$ cat src/rtl/uart_pkg.sv
// Shared UART definitions: receive FSM states and default frame geometry.
package uart_pkg;

    localparam int UART_DATA_BITS  = 8;
    localparam int UART_OVERSAMPLE = 16;

    typedef enum logic [2:0] {
        IDLE,
        START,
        DATA,
        PARITY,
        STOP
    } rx_state_t;

endpackage

$ cat src/rtl/uart_sync2.sv
// Two-flop synchronizer for asynchronous UART inputs; resets to the idle-high level.
module uart_sync2 (
    input  logic clk,
    input  logic rst,
    input  logic d,
    output logic q
);

    logic [1:0] ff;

    always_ff @(posedge clk) begin
        if (rst) ff <= 2'b11;
        else     ff <= {ff[0], d};
    end

    assign q = ff[1];

endmodule

$ cat src/rtl/uart_receiver.sv
// Oversampling UART receiver, 8-N-1 by default; define UART_RX_PARITY_EN for 8-E-1
// with a registered parity_err flag.
module uart_receiver
    import uart_pkg::*;
#(
    parameter int DATA_BITS  = UART_DATA_BITS,
    parameter int OVERSAMPLE = UART_OVERSAMPLE
) (
    input  logic                 clk,
    input  logic                 rst,
    input  logic                 enb,
    input  logic                 rx,
    input  logic                 rdy_clr,
    output logic [DATA_BITS-1:0] data_out,
    output logic                 rdy,
    output logic                 busy,
    output logic                 frame_err,
    output logic                 parity_err,
    output logic                 overrun_err
);

    localparam int CW = $clog2(OVERSAMPLE);
    localparam int BW = $clog2(DATA_BITS + 1);
    localparam logic [CW-1:0] CNT_MID  = CW'(OVERSAMPLE / 2 - 1);
    localparam logic [CW-1:0] CNT_END  = CW'(OVERSAMPLE - 1);
    localparam logic [BW-1:0] LAST_BIT = BW'(DATA_BITS - 1);

    logic                 rxs;
    rx_state_t            state;
    logic [CW-1:0]        cnt;
    logic [BW-1:0]        bitidx;
    logic [DATA_BITS-1:0] shreg;

    uart_sync2 u_sync (
        .clk (clk),
        .rst (rst),
        .d   (rx),
        .q   (rxs)
    );

    assign busy = (state != IDLE);

`ifdef UART_RX_PARITY_EN
    localparam rx_state_t AFTER_DATA = PARITY;
    logic par_mis;
    logic par_err_q;

    // Mismatch is captured at the parity sample and published with the stop sample.
    always_ff @(posedge clk) begin
        if (rst) begin
            par_mis   <= 1'b0;
            par_err_q <= 1'b0;
        end else if (enb && cnt == CNT_END) begin
            if (state == PARITY) par_mis   <= (^shreg) ^ rxs;
            if (state == STOP)   par_err_q <= par_mis;
        end
    end

    assign parity_err = par_err_q;
`else
    localparam rx_state_t AFTER_DATA = STOP;
    assign parity_err = 1'b0;
`endif

    always_ff @(posedge clk) begin
        if (rst) begin
            state       <= IDLE;
            cnt         <= '0;
            bitidx      <= '0;
            shreg       <= '0;
            data_out    <= '0;
            rdy         <= 1'b0;
            frame_err   <= 1'b0;
            overrun_err <= 1'b0;
        end else begin
            // Completion below is assigned later, so a coincident set wins over the clear.
            if (rdy_clr) begin
                rdy         <= 1'b0;
                overrun_err <= 1'b0;
            end
            if (enb) begin
                case (state)
                    IDLE: begin
                        if (!rxs) begin
                            state <= START;
                            cnt   <= '0;
                        end
                    end
                    START: begin
                        if (cnt == CNT_MID) begin
                            cnt    <= '0;
                            bitidx <= '0;
                            state  <= rxs ? IDLE : DATA;
                        end else begin
                            cnt <= cnt + 1'b1;
                        end
                    end
                    DATA: begin
                        if (cnt == CNT_END) begin
                            shreg  <= {rxs, shreg[DATA_BITS-1:1]};
                            cnt    <= '0;
                            bitidx <= bitidx + 1'b1;
                            if (bitidx == LAST_BIT) state <= AFTER_DATA;
                        end else begin
                            cnt <= cnt + 1'b1;
                        end
                    end
`ifdef UART_RX_PARITY_EN
                    PARITY: begin
                        if (cnt == CNT_END) begin
                            cnt   <= '0;
                            state <= STOP;
                        end else begin
                            cnt <= cnt + 1'b1;
                        end
                    end
`endif
                    STOP: begin
                        if (cnt == CNT_END) begin
                            data_out    <= shreg;
                            frame_err   <= ~rxs;
                            overrun_err <= overrun_err | rdy;
                            rdy         <= 1'b1;
                            cnt         <= '0;
                            state       <= IDLE;
                        end else begin
                            cnt <= cnt + 1'b1;
                        end
                    end
                    default: state <= IDLE;
                endcase
            end
        end
    end

endmodule

$ cat config.mk
export PLATFORM = sky130hd
export DESIGN_NAME = uart_receiver
export DESIGN_NICKNAME = d
export VERILOG_FILES = /design/src/rtl/uart_pkg.sv /design/src/rtl/uart_sync2.sv /design/src/rtl/uart_receiver.sv
export SDC_FILE = /design/constraint.sdc
export NUM_CORES = 1
export LEC_CHECK = 0
export ABC_AREA = 1
export CAP_MARGIN = 10
export CORE_MARGIN = 3
export CORE_UTILIZATION = 51
export DETAILED_ROUTE_END_ITERATION = 8
export PLACE_DENSITY_LB_ADDON = 0.05
export SKIP_CTS_REPAIR_TIMING = 1
export SLEW_MARGIN = 15
export SYNTH_ARGS = -nofsm -noshare
export SYNTH_HDL_FRONTEND = slang
export SYNTH_SLANG_ARGS = --single-unit
$ cat constraint.sdc
create_clock -name clk -period 2.12 [get_ports clk]
set_clock_uncertainty 0.2 [all_clocks]
set_input_delay 0.53 -clock clk [delete_from_list [all_inputs] [get_ports clk]]
set_output_delay 0.53 -clock clk [all_outputs]
set_load 0.02 [all_outputs]
## After elaboration in Yosys (flattened, before gate mapping)

Cells that the tools add are included.

| cells by class | value |
|---|---|
| add/subtract/negate cells | 2 |
| equality and inequality tests | 11 |
| mux-type cells | 22 |
| bitwise operators | 2 |
| reductions and logical operators | 10 |

Operator list:

| kind | count |
|---|---|
| 4-bit two-way mux | 5 |
| 3-bit two-way mux | 5 |
| 3-bit one-hot mux with 4 select lines | 1 |
| 4-bit one-hot mux with 3 select lines | 1 |
| 2-bit inequality test, second input constant | 5 |
| 3-bit AND reduction | 3 |
| 4-bit by 1-bit adder with 4-bit output, second input constant | 2 |
| 4-bit by 3-bit == test with 1-bit output, second input constant | 2 |
| 1-bit two-way mux | 8 |
| 4-bit one-hot mux with 2 select lines | 1 |
| 6-bit AND reduction | 1 |
| 3-bit nonzero test | 2 |
| 4-bit == test, second input constant | 1 |
| 4-bit AND reduction | 1 |
| 3-bit by 1-bit == test with 1-bit output, second input constant | 1 |
| 3-bit by 2-bit == test with 1-bit output, second input constant | 1 |
| 3-bit == test, second input constant | 1 |
| 3-bit zero test | 1 |
| 2-bit two-way mux | 1 |
| 2-bit nonzero test | 1 |
| 2-bit OR reduction | 1 |
| 1-bit NOT | 1 |
| 1-bit bitwise OR | 1 |

| storage, ports and cells | value |
|---|---|
| register bits after elaboration | 32 |
| input port bits | 5 |
| output and inout port bits | 13 |
| word-level logic and storage cells | 56 |

## Logic depth before layout (Yosys ltp)

| logic depth | value |
|---|---|
| depth in word-level cells | 4 |
| gate-level depth with buffers | 9 |

## Hierarchy

From an unflattened synthesis, not the netlist that was laid out.

| second synthesis, totals | value |
|---|---|
| cells, all modules | 202 |
| area total of the unflattened synthesis | 1,496.4 µm² |

By module, submodules not included:

| module | instances | cells each | area each (µm²) | seq. area each (µm²) |
|---|---|---|---|---|
| uart_receiver | 1 | 195 | 1,437.6 | 600.6 |
| uart_sync2 | 1 | 7 | 58.8 | 40.0 |

## Worst setup path before layout

No wires, ideal clock.

| timing | value |
|---|---|
| path type | reg-to-reg |
| start point | register cnt[0] |
| end point | register data_out[0] |
| library setup time | 0.064 ns |
| arrival time | 1.245 ns |
| data required time | 1.856 ns |
| slack | 0.610 ns |
| stages on the path, launching flop included | 7 |
| clock period less this slack | 1.510 ns |
| cell sequence | dfxtp_1 ha_1 nand3_1 nor3_2 buf_6 o21ai_0 nor2_1 |

| between the ends | value |
|---|---|
| longest elaborated chain between the ends | 2 |

Ends and longest elaborated chain:

| item | RTL line | text |
|---|---|---|
| from (decl) | uart_receiver.sv:30 | `logic [CW-1:0] cnt;` |
| from (signal assigned) | uart_receiver.sv:95 | `cnt <= cnt + 1'b1;` |
| from (signal assigned) | uart_receiver.sv:105 | `cnt <= cnt + 1'b1;` |
| from (signal assigned) | uart_receiver.sv:127 | `cnt <= cnt + 1'b1;` |
| 4-bit == test | uart_receiver.sv:119 | `if (cnt == CNT_END) begin` |
| 3-bit AND reduction (no line) | -- |  |
| to (signal assigned) | uart_receiver.sv:120 | `data_out <= shreg;` |
| to (decl) | uart_receiver.sv:14 | `output logic [DATA_BITS-1:0] data_out,` |

Every way passes these cells.
A chain may end at the register's enable or synchronous reset.

## Worst setup path in the final report

| timing | value |
|---|---|
| start point | register data_out[5] |
| end point | output port data_out[5] |

No word-level cell between the ends.

==> flow_summary.toml <==
[run_status]
status = "finished clean"

[grt]
grt.overflow.total = 0
first_global_vias = 1260
antenna_found_initial = 0
grt_max_degree = 25
grt_first_pass_wirelength_mm = 5.28
grt_use_total = 0.199

[sta]
rsz0062_at_grt = "no"
hold_viol_final = 0
setup_tns_ns = 0
min_period_ns = 2.03
drv_slew = 0
period_share = 0.957
setup_viol = 0
fmax_mhz = 493

[setup_path]
slowest_stage = "clkdlybuf4s50_1"
worstSetupPathType = "flip-flop to output port"
end_kind = "output port"
worst-endpoint-arrival_ns = 1.30
cp.buffers_inverters = 1
critPathLaunchType = "flip-flop"
critical_path.top_delay_family = "buffers and inverters"
path_cells = "clkdlybuf4s50_1"
worstPathRequired_ns = 1.39
max_stage_delay_ns = 0.62
cp_max_fo = 2
reg2reg_slack_ns = 0.36

[synthesis]
synth_nets = 217
synth-xor-area-share = 0.0120
synth_top_family_by_area = "simple AND/OR/NAND/NOR gates"
synth_mux_area_frac = 0
synth_fa_ha_area_frac = 0.0172
synth_cell_type_count = 23
synth.avg_cell_area_um2 = 6.93
yosys.area_share.simple = 0.342
synth-compound-area-share = 0.113
ys_warn_count = 0
ys_seq_area_frac = 0.440
synth_area_um2 = 1460
synthCells = 210
synth-seq-cells = 32

[detailed_routing]
drt_wl_total_mm = 3.06
vias_per_cell = 5.10
ant_nets = 0
first_iter_violations = 66
vias = 1352
wl_per_cell_um = 11.6
drc = 0
drt-pass1-iter-count = 4

[clocking]
htreeDepth = 2
worstSkewPairLatency_ns = 0.33
clock-sinks = 32
cts_tree = "built"
root_buffer = "clkbuf_4"
cts_buffer_depth = 2
clkTransAtPathRegs_ns = 0.09
cts_made_buffers = 5

[finish]
postLayoutCoreUtil = 0.679
final_common_cell = "nor2_1"
diodes = 0
nets = 241
area_growth_pct = 20.8
n_fill_cell = 225
mostFrequentLayoutCells = "nor2_1, nand2_1, dfxtp_1"
layout-drive-gt1-share = 0.123
finalNonFillerCells = 265

[place]
hpwl_mm = 2.28
place_inst = 257
gp_congestion = 0.926
port_buffers = 16

[run]
drv_cap = 0

[floorplan]
rows = 18
initial_core_util = 0.562
die_area_um2 = 3530
die_h_um = 59.4
core_um2 = 2590
die_w_um = 59.4
pin_count = 18

[power]
cellLeakagePower_nw = 0.816
power_density_nw_per_um2 = 946
peakVddDrop_mv = 0.965

[hold_path]
min_path_type = "flip-flop to flip-flop"
logic make-up after synthesis:
group,after synthesis
AOI/OAI and AO/OA,32
xor gates and xnor gates,2
adders and majority gates,2
buffers and inverters,25
DFF,32
other,1
and+or+nand+nor,116
state kept, by name (all words and copies together) (netlist names):
register and flops:
state 3, bitidx 4, cnt 4, overrun_err 1, frame_err 1, data_out 8
shreg 8, rdy 1, u_sync.ff 2
metrics by stage:
stage	power [W]	hold WS (ns)	setup WS, ns	cell area [um^2]
after floorplan	0.00108	0.189	0.610	1460
after global placement	0.00121	0.199	0.148	1680
after detailed placement	0.00122	0.202	0.0794	1680
after CTS	0.00168	0.225	-0.213	1750
after global routing	0.00178	0.234	0.0290	1760
final	0.00166	0.219	0.0918	1760
worst paths after layout:
| check | startpoint | end | depth (start not counted) |
|---|---|---|---|
| worst max register to register | cnt[0]$_SDFFE_PP0P_ | data_out[5]$_SDFFE_PP0P_ | 6 |
| worst min register to register | u_sync.ff[0]$_SDFF_PP1_ | u_sync.ff[1]$_SDFF_PP1_ | 1 |
| worst max-delay path | data_out[5]$_SDFFE_PP0P_ | data_out[5] | 1 |
| worst min-delay path | u_sync.ff[0]$_SDFF_PP1_ | u_sync.ff[1]$_SDFF_PP1_ | 1 |
layer usage:
metal,GRT usage,part of all wire,vias up
li1,-,-,707
met1,0.237,0.47,623
met2,0.331,0.48,20
met3,0.0697,0.037,2
met4,0.0712,0.0046,0
met5,0,0,-
power by group:
group | internal (W) | total (W) | switching (W) | leakage, nW
logic | 0.000190 | 0.000531 | 0.000341 | 0.515
registers | 0.000642 | 0.000680 | 0.0000375 | 0.259
clock network | 0.000247 | 0.000451 | 0.000204 | 0.0422
total | 0.00108 | 0.00166 | 0.000583 | 0.816
final cells by class:
cell class,count,area (um^2),area share
multi-input cells,153,708,0.403
clock buffers,6,41.3,0.0235
flip-flops and latches,32,642,0.365
clock inverters,2,35.0,0.0199
repair buffers,21,215,0.122
inverters,21,78.8,0.0448
well taps,30,37.5,0.0214
synth_stat cells (all sizes together):
| master | number | share of area |
|---|---|---|
| a21oi | 10 | 0.034 |
| buf | 3 | 0.016 |
| clkbuf | 1 | 0.0026 |
| conb | 1 | 0.0026 |
| dfxtp | 32 | 0.44 |
| ha | 2 | 0.017 |
| inv | 21 | 0.054 |
| nand2 | 45 | 0.12 |
| nand3 | 11 | 0.038 |
| nand4 | 1 | 0.0043 |
| nor2 | 56 | 0.16 |
| nor3 | 1 | 0.0069 |
| o21ai | 22 | 0.078 |
| or2 | 2 | 0.0086 |
| xor2 | 2 | 0.012 |
Power figures use the tool's default switching activity.
